===== src/rtl/seq_pkg.sv =====
// Shared definitions for the op_sequencer command path: core opcodes,
// sequencer states and the opcode legality rule.
package seq_pkg;

   typedef enum logic [3:0] {
      OP_LOAD     = 4'd0,
      OP_SHIFT_R  = 4'd1,
      OP_SHIFT_L  = 4'd2,
      OP_SHIFT_U  = 4'd3,
      OP_SHIFT_D  = 4'd4,
      OP_REDUCE   = 4'd5,
      OP_INCREASE = 4'd6,
      OP_DISPLAY  = 4'd7,
      OP_CONV     = 4'd8,
      OP_MEDIAN   = 4'd9,
      OP_SGNMS    = 4'd10
   } op_t;

   localparam logic [3:0] OP_LAST = 4'd10;

   typedef enum logic [2:0] {
      S_IDLE,
      S_READY,
      S_ISSUE,
      S_LOAD,
      S_WAIT
   } state_t;

   function automatic logic op_legal(input logic [3:0] op);
      return op <= OP_LAST;
   endfunction

endpackage


===== src/rtl/op_sequencer_if.sv =====
// Host, load-source and core handshake bundle of the op_sequencer.
// The sequencer sits on the slave modport; host/core side uses master.
interface op_sequencer_if;
   logic        i_cmd_valid;
   logic [3:0]  i_cmd_op;
   logic        o_cmd_ready;
   logic        i_src_valid;
   logic [7:0]  i_src_data;
   logic        o_src_ready;
   logic        o_op_valid;
   logic [3:0]  o_op_mode;
   logic        i_op_ready;
   logic        o_in_valid;
   logic [7:0]  o_in_data;
   logic        i_in_ready;
   logic        i_out_valid;
   logic        o_done;
   logic [11:0] o_out_cnt;
   logic        o_err;
   logic        o_hang;

   modport slave (
      input  i_cmd_valid, i_cmd_op, i_src_valid, i_src_data,
             i_op_ready, i_in_ready, i_out_valid,
      output o_cmd_ready, o_src_ready, o_op_valid, o_op_mode,
             o_in_valid, o_in_data, o_done, o_out_cnt, o_err, o_hang
   );

   modport master (
      output i_cmd_valid, i_cmd_op, i_src_valid, i_src_data,
             i_op_ready, i_in_ready, i_out_valid,
      input  o_cmd_ready, o_src_ready, o_op_valid, o_op_mode,
             o_in_valid, o_in_data, o_done, o_out_cnt, o_err, o_hang
   );
endinterface


===== src/rtl/sync_fifo.sv =====
// Single-clock FIFO with show-ahead read data; pushes when full and pops
// when empty are ignored. DEPTH must be a power of two.
module sync_fifo #(
   parameter int WIDTH = 4,
   parameter int DEPTH = 4
) (
   input  logic                     i_clk,
   input  logic                     i_rst_n,
   input  logic                     i_push,
   input  logic [WIDTH-1:0]         i_wdata,
   input  logic                     i_pop,
   output logic [WIDTH-1:0]         o_rdata,
   output logic                     o_full,
   output logic                     o_empty,
   output logic [$clog2(DEPTH):0]   o_count
);

   localparam int AW = $clog2(DEPTH);
   localparam int CW = AW + 1;

   logic [WIDTH-1:0] mem [DEPTH];
   logic [AW-1:0]    wr_ptr;
   logic [AW-1:0]    rd_ptr;
   logic [CW-1:0]    count;
   logic             push_ok;
   logic             pop_ok;

   assign o_full  = (count == CW'(DEPTH));
   assign o_empty = (count == '0);
   assign o_count = count;
   assign o_rdata = mem[rd_ptr];
   assign push_ok = i_push && !o_full;
   assign pop_ok  = i_pop && !o_empty;

   always_ff @(posedge i_clk or negedge i_rst_n) begin
      if (!i_rst_n) begin
         wr_ptr <= '0;
         rd_ptr <= '0;
         count  <= '0;
      end else begin
         if (push_ok) wr_ptr <= wr_ptr + AW'(1);
         if (pop_ok)  rd_ptr <= rd_ptr + AW'(1);
         case ({push_ok, pop_ok})
            2'b10:   count <= count + CW'(1);
            2'b01:   count <= count - CW'(1);
            default: count <= count;
         endcase
      end
   end

   // Storage carries data only, so it is left out of reset.
   always_ff @(posedge i_clk) begin
      if (push_ok) mem[wr_ptr] <= i_wdata;
   end

endmodule


===== src/rtl/op_sequencer.sv =====
// Command sequencer: queues host ops, issues them to the core's one-shot
// handshake, streams LOAD bytes and counts output beats per op.
module op_sequencer
   import seq_pkg::*;
#(
   parameter int FIFO_DEPTH = 4,
   parameter int LOAD_BYTES = 2048,
   parameter int TIMEOUT    = 4096
) (
   input  logic         i_clk,
   input  logic         i_rst_n,
   op_sequencer_if.slave bus
);

   localparam int WD_W = $clog2(TIMEOUT + 1);
   localparam logic [WD_W-1:0] WD_LAST   = WD_W'(TIMEOUT - 1);
   localparam logic [11:0]     LOAD_LAST = 12'(LOAD_BYTES - 1);

   state_t                    state;
   logic                      core_rdy;
   logic [11:0]               byte_cnt;
   logic [11:0]               beat_cnt;
   logic [WD_W-1:0]           wd_cnt;
   logic                      fifo_push;
   logic                      fifo_pop;
   logic [3:0]                fifo_head;
   logic                      fifo_full;
   logic                      fifo_empty;
   logic [$clog2(FIFO_DEPTH):0] unused_fifo_cnt;
   logic                      xfer;

   function automatic logic [11:0] sat_inc(input logic [11:0] v, input logic inc);
      if (inc && (v != 12'hFFF)) return v + 12'd1;
      return v;
   endfunction

   assign fifo_push = bus.i_cmd_valid && !fifo_full;
   assign fifo_pop  = (state == S_READY) && !fifo_empty;

   sync_fifo #(
      .WIDTH (4),
      .DEPTH (FIFO_DEPTH)
   ) u_cmd_fifo (
      .i_clk   (i_clk),
      .i_rst_n (i_rst_n),
      .i_push  (fifo_push),
      .i_wdata (bus.i_cmd_op),
      .i_pop   (fifo_pop),
      .o_rdata (fifo_head),
      .o_full  (fifo_full),
      .o_empty (fifo_empty),
      .o_count (unused_fifo_cnt)
   );

   // Load path is a pure pass-through gated by the LOAD state.
   assign xfer            = (state == S_LOAD) && bus.i_src_valid && bus.i_in_ready;
   assign bus.o_cmd_ready = !fifo_full;
   assign bus.o_src_ready = (state == S_LOAD) && bus.i_in_ready;
   assign bus.o_in_valid  = xfer;
   assign bus.o_in_data   = (state == S_LOAD) ? bus.i_src_data : 8'd0;

   always_ff @(posedge i_clk or negedge i_rst_n) begin
      if (!i_rst_n) begin
         state          <= S_IDLE;
         core_rdy       <= 1'b0;
         byte_cnt       <= '0;
         beat_cnt       <= '0;
         wd_cnt         <= '0;
         bus.o_op_valid <= 1'b0;
         bus.o_op_mode  <= '0;
         bus.o_done     <= 1'b0;
         bus.o_out_cnt  <= '0;
         bus.o_err      <= 1'b0;
         bus.o_hang     <= 1'b0;
      end else begin
         bus.o_op_valid <= 1'b0;
         bus.o_done     <= 1'b0;
         bus.o_err      <= 1'b0;
         // Ready pulses are remembered even while nothing is queued.
         if (bus.i_op_ready) core_rdy <= 1'b1;

         case (state)
            S_IDLE: begin
               if (core_rdy) state <= S_READY;
            end
            S_READY: begin
               if (!fifo_empty) begin
                  if (op_legal(fifo_head)) begin
                     bus.o_op_valid <= 1'b1;
                     bus.o_op_mode  <= fifo_head;
                     state          <= S_ISSUE;
                  end else begin
                     bus.o_err <= 1'b1;
                  end
               end
            end
            S_ISSUE: begin
               core_rdy <= 1'b0;
               beat_cnt <= '0;
               byte_cnt <= '0;
               wd_cnt   <= '0;
               state    <= (bus.o_op_mode == OP_LOAD) ? S_LOAD : S_WAIT;
            end
            S_LOAD: begin
               if (xfer) begin
                  byte_cnt <= byte_cnt + 12'd1;
                  if (byte_cnt == LOAD_LAST) state <= S_WAIT;
               end
            end
            S_WAIT: begin
               beat_cnt <= sat_inc(beat_cnt, bus.i_out_valid);
               if (bus.i_op_ready) begin
                  bus.o_done    <= 1'b1;
                  bus.o_out_cnt <= sat_inc(beat_cnt, bus.i_out_valid);
                  state         <= S_READY;
               end else if (wd_cnt == WD_LAST) begin
                  // Abandon the stuck op; queued commands survive.
                  bus.o_hang <= 1'b1;
                  state      <= S_IDLE;
               end else begin
                  wd_cnt <= wd_cnt + WD_W'(1);
               end
            end
            default: state <= S_IDLE;
         endcase
      end
   end

endmodule


===== src/flat_wrapper.sv =====
// flat-port wrapper written by rule: the top's interface ports become plain ports
module op_sequencer_flat import seq_pkg::*;
#(
   parameter int FIFO_DEPTH = 4,
   parameter int LOAD_BYTES = 2048,
   parameter int TIMEOUT    = 4096
)
  (i_clk, i_rst_n, bus_i_cmd_valid, bus_i_cmd_op, bus_i_src_valid, bus_i_src_data, bus_i_op_ready, bus_i_in_ready, bus_i_out_valid, bus_o_cmd_ready, bus_o_src_ready, bus_o_op_valid, bus_o_op_mode, bus_o_in_valid, bus_o_in_data, bus_o_done, bus_o_out_cnt, bus_o_err, bus_o_hang);
  op_sequencer_if bus_i ();
  input  logic i_clk;
  input  logic i_rst_n;
  input wire logic [$bits(bus_i.i_cmd_valid)-1:0] bus_i_cmd_valid;
  input wire logic [$bits(bus_i.i_cmd_op)-1:0] bus_i_cmd_op;
  input wire logic [$bits(bus_i.i_src_valid)-1:0] bus_i_src_valid;
  input wire logic [$bits(bus_i.i_src_data)-1:0] bus_i_src_data;
  input wire logic [$bits(bus_i.i_op_ready)-1:0] bus_i_op_ready;
  input wire logic [$bits(bus_i.i_in_ready)-1:0] bus_i_in_ready;
  input wire logic [$bits(bus_i.i_out_valid)-1:0] bus_i_out_valid;
  output wire logic [$bits(bus_i.o_cmd_ready)-1:0] bus_o_cmd_ready;
  output wire logic [$bits(bus_i.o_src_ready)-1:0] bus_o_src_ready;
  output wire logic [$bits(bus_i.o_op_valid)-1:0] bus_o_op_valid;
  output wire logic [$bits(bus_i.o_op_mode)-1:0] bus_o_op_mode;
  output wire logic [$bits(bus_i.o_in_valid)-1:0] bus_o_in_valid;
  output wire logic [$bits(bus_i.o_in_data)-1:0] bus_o_in_data;
  output wire logic [$bits(bus_i.o_done)-1:0] bus_o_done;
  output wire logic [$bits(bus_i.o_out_cnt)-1:0] bus_o_out_cnt;
  output wire logic [$bits(bus_i.o_err)-1:0] bus_o_err;
  output wire logic [$bits(bus_i.o_hang)-1:0] bus_o_hang;
  assign bus_i.i_cmd_valid = bus_i_cmd_valid;
  assign bus_i.i_cmd_op = bus_i_cmd_op;
  assign bus_i.i_src_valid = bus_i_src_valid;
  assign bus_i.i_src_data = bus_i_src_data;
  assign bus_i.i_op_ready = bus_i_op_ready;
  assign bus_i.i_in_ready = bus_i_in_ready;
  assign bus_i.i_out_valid = bus_i_out_valid;
  assign bus_o_cmd_ready = bus_i.o_cmd_ready;
  assign bus_o_src_ready = bus_i.o_src_ready;
  assign bus_o_op_valid = bus_i.o_op_valid;
  assign bus_o_op_mode = bus_i.o_op_mode;
  assign bus_o_in_valid = bus_i.o_in_valid;
  assign bus_o_in_data = bus_i.o_in_data;
  assign bus_o_done = bus_i.o_done;
  assign bus_o_out_cnt = bus_i.o_out_cnt;
  assign bus_o_err = bus_i.o_err;
  assign bus_o_hang = bus_i.o_hang;
  op_sequencer #(.FIFO_DEPTH(FIFO_DEPTH), .LOAD_BYTES(LOAD_BYTES), .TIMEOUT(TIMEOUT)) u_core (.i_clk(i_clk), .i_rst_n(i_rst_n), .bus(bus_i));
endmodule

===== config.mk =====
export PLATFORM = sky130hd
export DESIGN_NAME = op_sequencer_flat
export DESIGN_NICKNAME = d
export VERILOG_FILES = /design/src/rtl/seq_pkg.sv /design/src/rtl/op_sequencer_if.sv /design/src/rtl/sync_fifo.sv /design/src/rtl/op_sequencer.sv /design/src/flat_wrapper.sv
export SDC_FILE = /design/constraint.sdc
export NUM_CORES = 1
export LEC_CHECK = 0
export CORE_UTILIZATION = 60
export DETAILED_ROUTE_END_ITERATION = 6
export DONT_BUFFER_PORTS = 1
export GPL_TIMING_DRIVEN = 0
export MAX_ROUTING_LAYER = met4
export PLACE_DENSITY = 0.81
export SLEW_MARGIN = 25
export SYNTH_ARGS = -nofsm -noshare
export SYNTH_HDL_FRONTEND = slang
export SYNTH_SLANG_ARGS = --single-unit

===== constraint.sdc =====
create_clock -name i_clk -period 2.48 [get_ports i_clk]
set_clock_uncertainty 0.05 [all_clocks]
set_input_delay 0.496 -clock i_clk [delete_from_list [all_inputs] [get_ports i_clk]]
set_output_delay 0.496 -clock i_clk [all_outputs]
set_load 0.01 [all_outputs]

After elaboration in Yosys (flattened, before gate mapping)
Memory sizes are Yosys's and may differ from the RTL's. Cells that the tools add are included.

Output and inout bits: 31. Register bits: 68. Bits in latches: 0. Memories: 1. Bits of input ports: 19. Bits in read-only memories: 0. RAM bits: 16.

Memories: u_core.u_cmd_fifo.mem (depth 4, width 4, rd ports 1, clocked after memory_dff 0, write ports 1, line sync_fifo.sv:21) `logic [WIDTH-1:0] mem [DEPTH];`.

Equality and inequality tests: 19. Multipliers: 0. Bitwise gates (word level): 2. Order comparisons: 1. Shift operators: 0. Add/subtract/negate cells: 7. Muxes and demuxes: 36. Divide/modulo/power cells: 0. Reductions and logical operators: 24.

Operators with widths (count): $mux W12 (4); $pmux W12 S2 (2); $mux W13 (2); $pmux W13 S2 (1); $add A12 B1 Y12 const B (2); $mux W3 (8); $mux W1 (16); $pmux W3 S5 (1); $add A13 B1 Y13 const B (1); $eq A13 B12 Y1 const B (1); $eq A12 B11 Y1 const B (1); $ne A12 B12 Y1 const B (1); $ne A2 B2 Y1 const B (6); $reduce_and A3 Y1 (3); $logic_and A1 B1 Y1 (8); $mux W8 (1); $reduce_bool A2 Y1 (4); $eq A3 B2 Y1 const B (2); $eq A3 B3 Y1 const B (2); $logic_not A3 Y1 (2); $pmux W3 S2 (1); $reduce_and A2 Y1 (3); $reduce_and A6 Y1 (1); $add A2 B1 Y2 const B (2); other kinds (11) (14).

Logic depth before layout (Yosys ltp)
Gate-level depths: netlist of the first run.

Depth after elaboration: 6. Depth in mapped cells: 10.

By module
A second synthesis of the first run with hierarchy kept.

Cell total of the unflattened synthesis: 414. Area, all modules: 4370.4 um^2.

Modules (own cells, without submodules): op_sequencer (times used 1, area each 3353.2 um^2, cells an instance 356); sync_fifo (times used 1, area each 1017.2 um^2, cells an instance 58).

Least setup slack after synthesis of the first run
No wires, ideal clock.

Kind: register to register. From: register u_core.state[2]. To: register u_core.u_cmd_fifo.count[2], in the netlist u_core.u_cmd_fifo.o_count[2]. Period minus slack after synthesis: 2.277 ns. Cell stages (with the launch flop): 11. Buffers on the path: 1. Arrival time: 2.148 ns. Slack: 0.203 ns. Cells stage by stage: dfrtp_1 nand2b_1 or3_1 clkbuf_1 inv_1 ha_1 inv_1 fa_1 xor2_1 nor2_1 xor2_1.

Longest elaborated chain between the ends: 5.

RTL lines: from (decl) (line op_sequencer.sv:19) `state_t state;`; from (signal assigned) (line op_sequencer.sv:102) `state <= (bus.o_op_mode == OP_LOAD) ? S_LOAD : S_WAIT;`; $eq A3 B1 Y1 (*) (line op_sequencer.sv:38) `assign fifo_pop = (state == S_READY) && !fifo_empty;`; $logic_and A1 B1 Y1 (*) (line op_sequencer.sv:38); $logic_and A1 B1 Y1 (*) (line sync_fifo.sv:33) `assign pop_ok = i_pop && !o_empty;`; via u_core.u_cmd_fifo.pop_ok (line sync_fifo.sv:26) `logic pop_ok;`; $eq A2 B1 Y1 or $eq A2 B2 Y1 (tied branches) (line sync_fifo.sv:43) `case ({push_ok, pop_ok})`; $pmux W3 S2 or $reduce_bool A2 Y1 (tied branches); to (signal assigned) (line sync_fifo.sv:44) `2'b10: count <= count + CW'(1);`; to (signal assigned) (line sync_fifo.sv:45) `2'b01: count <= count - CW'(1);`; to (signal assigned) (line sync_fifo.sv:46) `default: count <= count;`; to (decl) (line sync_fifo.sv:24) `logic [CW-1:0] count;`.

The timed path passes the listed nets; every way through them passes the cells marked *. A chain may end at the register's enable or synchronous reset.

Worst setup path after layout of the first run
Ends and elaborated chain as after synthesis.

==> results of run 1 <==
where the power goes:
group / switching, mW / total, mW / internal, mW
clock network: 0.523 / 1.10 / 0.574
logic: 0.828 / 1.42 / 0.593
registers: 0.266 / 1.98 / 1.71
total: 1.62 / 4.49 / 2.88
worst min-delay path by stage:
stage,cells after the start,end,startpoint
global placement,0,u_core.bus.o_out_cnt[6],i_rst_n
CTS,0,u_core.u_cmd_fifo.mem[2][2],bus_i_cmd_op[2]
finish,0,u_core.u_cmd_fifo.mem[2][2],bus_i_cmd_op[2]
global route,0,u_core.u_cmd_fifo.mem[0][3],bus_i_cmd_op[3]
floorplan,0,u_core.beat_cnt[0],i_rst_n
detailed placement,0,u_core.bus.o_out_cnt[10],i_rst_n
what timing repair did:
action                                  CTS  global route
hold buffers                              2             0
pin swaps                                 0             0
buffers inserted                          0             2
resized for setup                         1             0
hold endpoints to repair                 68             0
endpoints found under the setup margin    1             1
registers in the layout (all words and copies together) (netlist names):
name / flops
u_core.bus.o_err: 1
u_core.bus.o_op_valid: 1
u_core.bus.o_hang: 1
u_core.u_cmd_fifo.mem: 16
u_core.bus.o_done: 1
u_core.core_rdy: 1
u_core.u_cmd_fifo.rd_ptr: 2
u_core.bus.o_out_cnt: 12
u_core.u_cmd_fifo.wr_ptr: 2
u_core.state: 3
u_core.beat_cnt: 12
u_core.byte_cnt: 12
u_core.wd_cnt: 13
u_core.u_cmd_fifo.o_count: 3
u_core.bus.o_op_mode: 4
routing by layer:
layer	global-route usage (%)	vias to the layer above	share of wire [%]
met4	8.182	0	1.5
met2	38.67	86	48
li1	-	1471	-
met1	30.61	1462	45
met5	-	-	0
met3	5.714	12	4.9
logic make-up after synthesis:
group	after synthesis
AO/OA/AOI/OAI	72
XOR/XNOR	29
adder cells (fa/ha/maj)	9
buffers and inverters	37
flip-flops	84
multiplexers	13
AND/OR/NAND/NOR	163
cell type report:
class | instances | share of cell area, %
timing repair buffer | 4 | 1.129
clock inverter | 7 | 2.123
clock buffer | 9 | 2.661
multi-input combinational | 286 | 40.71
sequential | 84 | 46.87
tap | 96 | 2.580
inverter | 17 | 1.371
buffer | 19 | 2.553
worst max-delay path, delay by kind of cell (launching register included):
family / cells / cell delay, ns
XOR/XNOR: 2 / 0.30
flip-flops: 1 / 0.43
buffers and inverters: 2 / 0.21
AND/OR/NAND/NOR: 3 / 0.72
adder cells (fa/ha/maj): 2 / 0.58
layout by cell type, fill, tap and decap left out, types with 3 or more instances in the layout:
master     Yosys  final
nor2_1        39     39
dfrtp_1       68     68
nor3_1         9      9
nor4_1         4      4
xor2_1        13     13
a22o_1         5      5
o211ai_1       5      5
nand2_1       36     36
buf_2          5      5
a21oi_1       12     12
o2bb2ai_1      4      4
nand3_1       19     19
inv_1         17     16
and2_1         3      3
nand4_1        9      9
mux2i_1        7      7
and3_1        16     16
xnor2_1       16     16
buf_4          1      3
ha_1           8      8
buf_6          5      5
edfxtp_1      16     16
mux4_2         4      4
clkbuf_8       0      9
clkbuf_1       9      8
o21ai_0       24     24
nand2b_1       5      5
or3_1          4      4
==> impl_metrics.env, run 1 <==
export IMPL_nNetsFinal=449
export IMPL_yosysWarnings=0
export IMPL_die_w_um=86.30
export IMPL_rsz0062_at_grt="false"
export IMPL_gp_congestion=0.8252
export IMPL_synth_mux_area_share_pct=4.284
export IMPL_peakVddDrop_mv=0.7944
export IMPL_routed_wirelength_um=8202
export IMPL_grt_remaining_overflow=0
export IMPL_synthCells=407
export IMPL_num_fill_cells=536
export IMPL_synth_top_family_by_area="simple AND/OR/NAND/NOR gates"
export IMPL_place_ws_ns=0.02432
export IMPL_whs_ns=0.1719
export IMPL_cpPeakStageDelay_ns=0.44
export IMPL_hold_viol_final=0
export IMPL_slowest_stage="or3_1"
export IMPL_syn_area_mm2=0.004264
export IMPL_drive_above_1_share_pct=11.50
export IMPL_ff2ff_path_depth=9
export IMPL_dpl_hpwl_um=5614
export IMPL_drt_iter0_drc=128
export IMPL_crit_end="u_core.u_cmd_fifo.o_count[2]"
export IMPL_cap_violations=0
export IMPL_vias=3031
export IMPL_io_pins=50
export IMPL_grt_use_total_pct=24.22
export IMPL_clk_path_buf_depth=2
export IMPL_cp_required_ns=2.72
export IMPL_slew_violations=0
export IMPL_ant_nets=0
export IMPL_first_pass_iters=4
export IMPL_rrSetupSlack_ns=0.15
export IMPL_area_delta_synth_final_pct=9.184
export IMPL_slew_headroom_pct=58.78
export IMPL_syn_num_nets=435
export IMPL_fin_crit_sh_pct=94.07
export IMPL_setup_tns_final_ns=0
export IMPL_synth_distinct_cells=60
export IMPL_initial_core_util_pct=62.42
export IMPL_synth_seq_cells=84
export IMPL_crit_path_end_kind="flop"
export IMPL_wl_per_cell_um=15.71
export IMPL_max_freq_mhz=428.7
export IMPL_cts_tree="built"
export IMPL_synth_yosys_seq_area_share_pct=51.17
export IMPL_synth_simple_gate_area_share_pct=19.89
export IMPL_syn_mean_instance_area_um2=10.48
export IMPL_setup_viol=0
export IMPL_hp_class="input pin to flop"
export IMPL_design_area_mm2=0.004656
export IMPL_synth_top_flop_cell="dfrtp_1"
export IMPL_synth_xor_area_share_pct=5.957
export IMPL_clock_latency_ns=0.36
export IMPL_synthTopCellsByArea="dfrtp_1 40%, edfxtp_1 11%, nor2_1 3.4%"
export IMPL_synth_top_cell_area_share_pct=39.91
export IMPL_tightest_slew_ns=0.6126
export IMPL_finalNonFillerCells=522
export IMPL_rows=30
export IMPL_p_per_area_mw_per_mm2=965.3
export IMPL_synth_area_leader_cell="dfrtp_1"
export IMPL_timing_critical_path_from="u_core.state[2]"
export IMPL_synth_edf_count=16
export IMPL_antenna_found_initial=0
export IMPL_clockRootBuffer="clkbuf_8"
export IMPL_numClockSinks=84
export IMPL_die_area_mm2=0.007448
export IMPL_outcome="finished, final reports clean"
export IMPL_power_mw=4.494
export IMPL_dp_cells=503
export IMPL_drc=0
export IMPL_async_flop_share_pct=80.95
export IMPL_core_mm2=0.006832
export IMPL_synth_adder_area_share_pct=2.817
export IMPL_layout_min_cycle_time_ns=2.333
export IMPL_cts_buffers=9
export IMPL_crit_path_start_kind="flop"
export IMPL_reg2reg_from="u_core.state[2]"
export IMPL_worst_slack_ns=0.1471
export IMPL_htree_levels=3
export IMPL_antennaDiodeCount=0
export IMPL_critical_path_class="flop to flop"
export IMPL_worstPathArrival_ns=2.57
export IMPL_grt_start_max_net_pins=69
export IMPL_critPathMostFrequentCell="xor2_1"
export IMPL_port_buffers=0
export IMPL_grt_pass1_wl_um=13320
export IMPL_clkSlewWorstSetupHoldPaths_ns=0.09
export IMPL_path_cells="nand2b_1 -> or3_1 -> inv_2 -> ha_1 -> inv_1 -> fa_1 -> xor2_1 -> nor2_1 -> xor2_1"
export IMPL_via_per_inst=5.807
export IMPL_yosys_cell_count_top_type="dfrtp_1"
export IMPL_fp_dieH_um=86.30
export IMPL_final_core_util_pct=68.15
export IMPL_cp_max_fo=6
export IMPL_grt_pass1_vias=2815
export IMPL_synth_compound_area_share_pct=11.50
export IMPL_dpl_instance_area_mm2=0.004384
export IMPL_worstReg2RegEnd="u_core.u_cmd_fifo.o_count[2]"
export IMPL_register_area_mm2=0.002182
export IMPL_synthTopCellsByCount="68 x dfrtp_1, 39 x nor2_1, 36 x nand2_1"
export IMPL_p_leak_nw=1.982
export IMPL_multi_input_area_mm2=0.001896
No activity file was read; power rests on OpenSTA's default activity.
==> run 2, diff against run 1 <==
Settings changed: CORE_UTILIZATION 60 to 63, PLACE_DENSITY 0.81 to 0.84.
==> run 2 against run 1 <==
  * The run now ends with DRC left
  * Count of clock-buffer cells in the layout unchanged
  * Global-route usage up 0.66 points
  * Setup slack got worse by 0.018 ns
  * Die area is 4.6% lower
  * Largest cell class unchanged
  * Largest power group unchanged
==> impl_metrics.env, run 2 (same netlist as run 1, synthesis figures left out) <==
export IMPL_outcome="finished with violations"
export IMPL_violations="DRC"
export IMPL_drc=8
export IMPL_initial_core_util_pct=66.02
export IMPL_critPathMostFrequentCell="xor2_1"
export IMPL_ant_nets=0
export IMPL_power_mw=4.336
export IMPL_grt_start_max_net_pins=69
export IMPL_vias=3089
export IMPL_worstPathArrival_ns=2.58
export IMPL_antenna_found_initial=0
export IMPL_die_w_um=84.27
export IMPL_setup_tns_final_ns=0
export IMPL_place_ws_ns=-0.05602
export IMPL_cp_required_ns=2.71
export IMPL_reg2reg_from="u_core.state[2]"
export IMPL_first_pass_iters=7
export IMPL_regMostFlops="u_core.u_cmd_fifo.mem"
export IMPL_routed_wirelength_um=7922
export IMPL_design_area_mm2=0.004601
export IMPL_antennaDiodeCount=0
export IMPL_cap_violations=0
export IMPL_drive_above_1_share_pct=11.48
export IMPL_grt_pass1_wl_um=13460
export IMPL_rsz0062_at_grt="false"
export IMPL_gp_congestion=0.8569
export IMPL_largest_reg_flops=16
export IMPL_peakVddDrop_mv=0.5529
export IMPL_numClockSinks=84
export IMPL_tightest_slew_ns=0.6449
export IMPL_final_core_util_pct=71.23
export IMPL_die_area_mm2=0.007101
export IMPL_clock_latency_ns=0.36
export IMPL_dpl_hpwl_um=5561
export IMPL_hp_class="input pin to flop"
export IMPL_layout_commonest_cell="dfrtp_1"
export IMPL_io_pins=50
export IMPL_p_per_area_mw_per_mm2=942.5
export IMPL_port_buffers=0
export IMPL_critical_path_class="flop to flop"
export IMPL_via_per_inst=6.129
export IMPL_grt_pass1_vias=2957
export IMPL_fin_crit_sh_pct=94.79
export IMPL_finalNonFillerCells=504
export IMPL_slowest_stage="fa_1"
export IMPL_min_from="bus_i_cmd_op[1]"
export IMPL_clkSlewWorstSetupHoldPaths_ns=0.10
export IMPL_p_leak_nw=1.973
export IMPL_clockRootBuffer="clkbuf_8"
export IMPL_worst_slack_ns=0.1293
export IMPL_drt_iter0_drc=200
export IMPL_dp_cells=484
export IMPL_crit_path_end_kind="flop"
export IMPL_area_delta_synth_final_pct=7.893
export IMPL_timing_critical_path_from="u_core.state[2]"
export IMPL_cp_max_fo=5
export IMPL_dpl_instance_area_mm2=0.004360
export IMPL_whs_ns=0.1718
export IMPL_clk_path_buf_depth=2
export IMPL_grt_remaining_overflow=0
export IMPL_htree_levels=3
export IMPL_slew_headroom_pct=56.61
export IMPL_cts_tree="built"
export IMPL_layout_common_cells="68 x dfrtp_1, 39 x nor2_1, 36 x nand2_1, 24 x o21ai_0, 19 x nand3_1"
export IMPL_path_cells="nand2b_1 -> or3_1 -> clkbuf_1 -> inv_2 -> ha_1 -> inv_1 -> fa_1 -> xor2_1 -> nor2_1 -> xor2_1"
export IMPL_num_fill_cells=460
export IMPL_crit_path_start_kind="flop"
export IMPL_grt_use_total_pct=24.88
export IMPL_setup_viol=0
export IMPL_reg_top3="u_core.u_cmd_fifo.mem x16, u_core.wd_cnt x13"
export IMPL_slew_violations=0
export IMPL_cts_buffers=9
export IMPL_rows=29
export IMPL_core_mm2=0.006459
export IMPL_fp_dieH_um=84.27
export IMPL_wl_per_cell_um=15.72
export IMPL_cpPeakStageDelay_ns=0.40
export IMPL_layout_min_cycle_time_ns=2.351
export IMPL_max_freq_mhz=425.4
export IMPL_hold_viol_final=0
export IMPL_nNetsFinal=450
[run 2: worst max-delay path, delay by kind of cell, from the launching register on]
kind	cells	cell delay, ns
AND/OR/NAND/NOR	3	0.60
adder cells (fa/ha/maj)	2	0.59
flip-flops	1	0.39
buffers and inverters	3	0.35
XOR/XNOR	2	0.30
[run 2: layout make-up]
type                       count  area (µm²)  area share [%]
timing repair buffer           4       52.55           1.142
buffer                        20       122.6           2.665
clock inverter                 7       63.81           1.387
inverter                      17       63.81           1.387
multi-input combinational    286        1896           41.20
tap                           77       96.34           2.094
sequential                    84        2182           47.43
clock buffer                   9       123.9           2.692
[run 2: what timing repair did]
| item | CTS | global route |
|---|---|---|
| hold endpoints to repair | 68 | 0 |
| gates resized for setup | 1 | 0 |
| hold buffers | 2 | 0 |
| endpoints found under the setup margin | 1 | 1 |
| setup buffers | 1 | 1 |
[run 2: power by group]
| group | internal (mW) | leakage [nW] | switching [mW] |
|---|---|---|---|
| Clock | 0.389 | 0.0971 | 0.550 |
| Combinational | 0.601 | 0.822 | 0.838 |
| Sequential | 1.71 | 1.05 | 0.249 |
[run 2: worst paths after layout]
kind,to,slack [ns],depth (start not counted)
min in group asynchronous,u_core.bus.o_out_cnt[10],0.60,2
setup reg to reg,u_core.u_cmd_fifo.o_count[2],0.13,10
hold reg to reg,u_core.core_rdy,0.45,2
hold / removal,u_core.u_cmd_fifo.mem[1][1],0.17,0
setup / recovery,u_core.u_cmd_fifo.o_count[2],0.13,10
max in group asynchronous,u_core.core_rdy,1.48,2
[run 2: layer usage]
| layer | vias up | part of all wire, % | global-route usage [%] | wire (µm) |
|---|---|---|---|---|
| met4 | 0 | 2.7 | 12.23 | 210 |
| met2 | 96 | 49 | 40.24 | 3873 |
| met1 | 1496 | 44 | 30.56 | 3512 |
| met5 | - | 0 | - | 0 |
| li1 | 1479 | - | - | - |
| met3 | 18 | 4.1 | 4.130 | 326 |
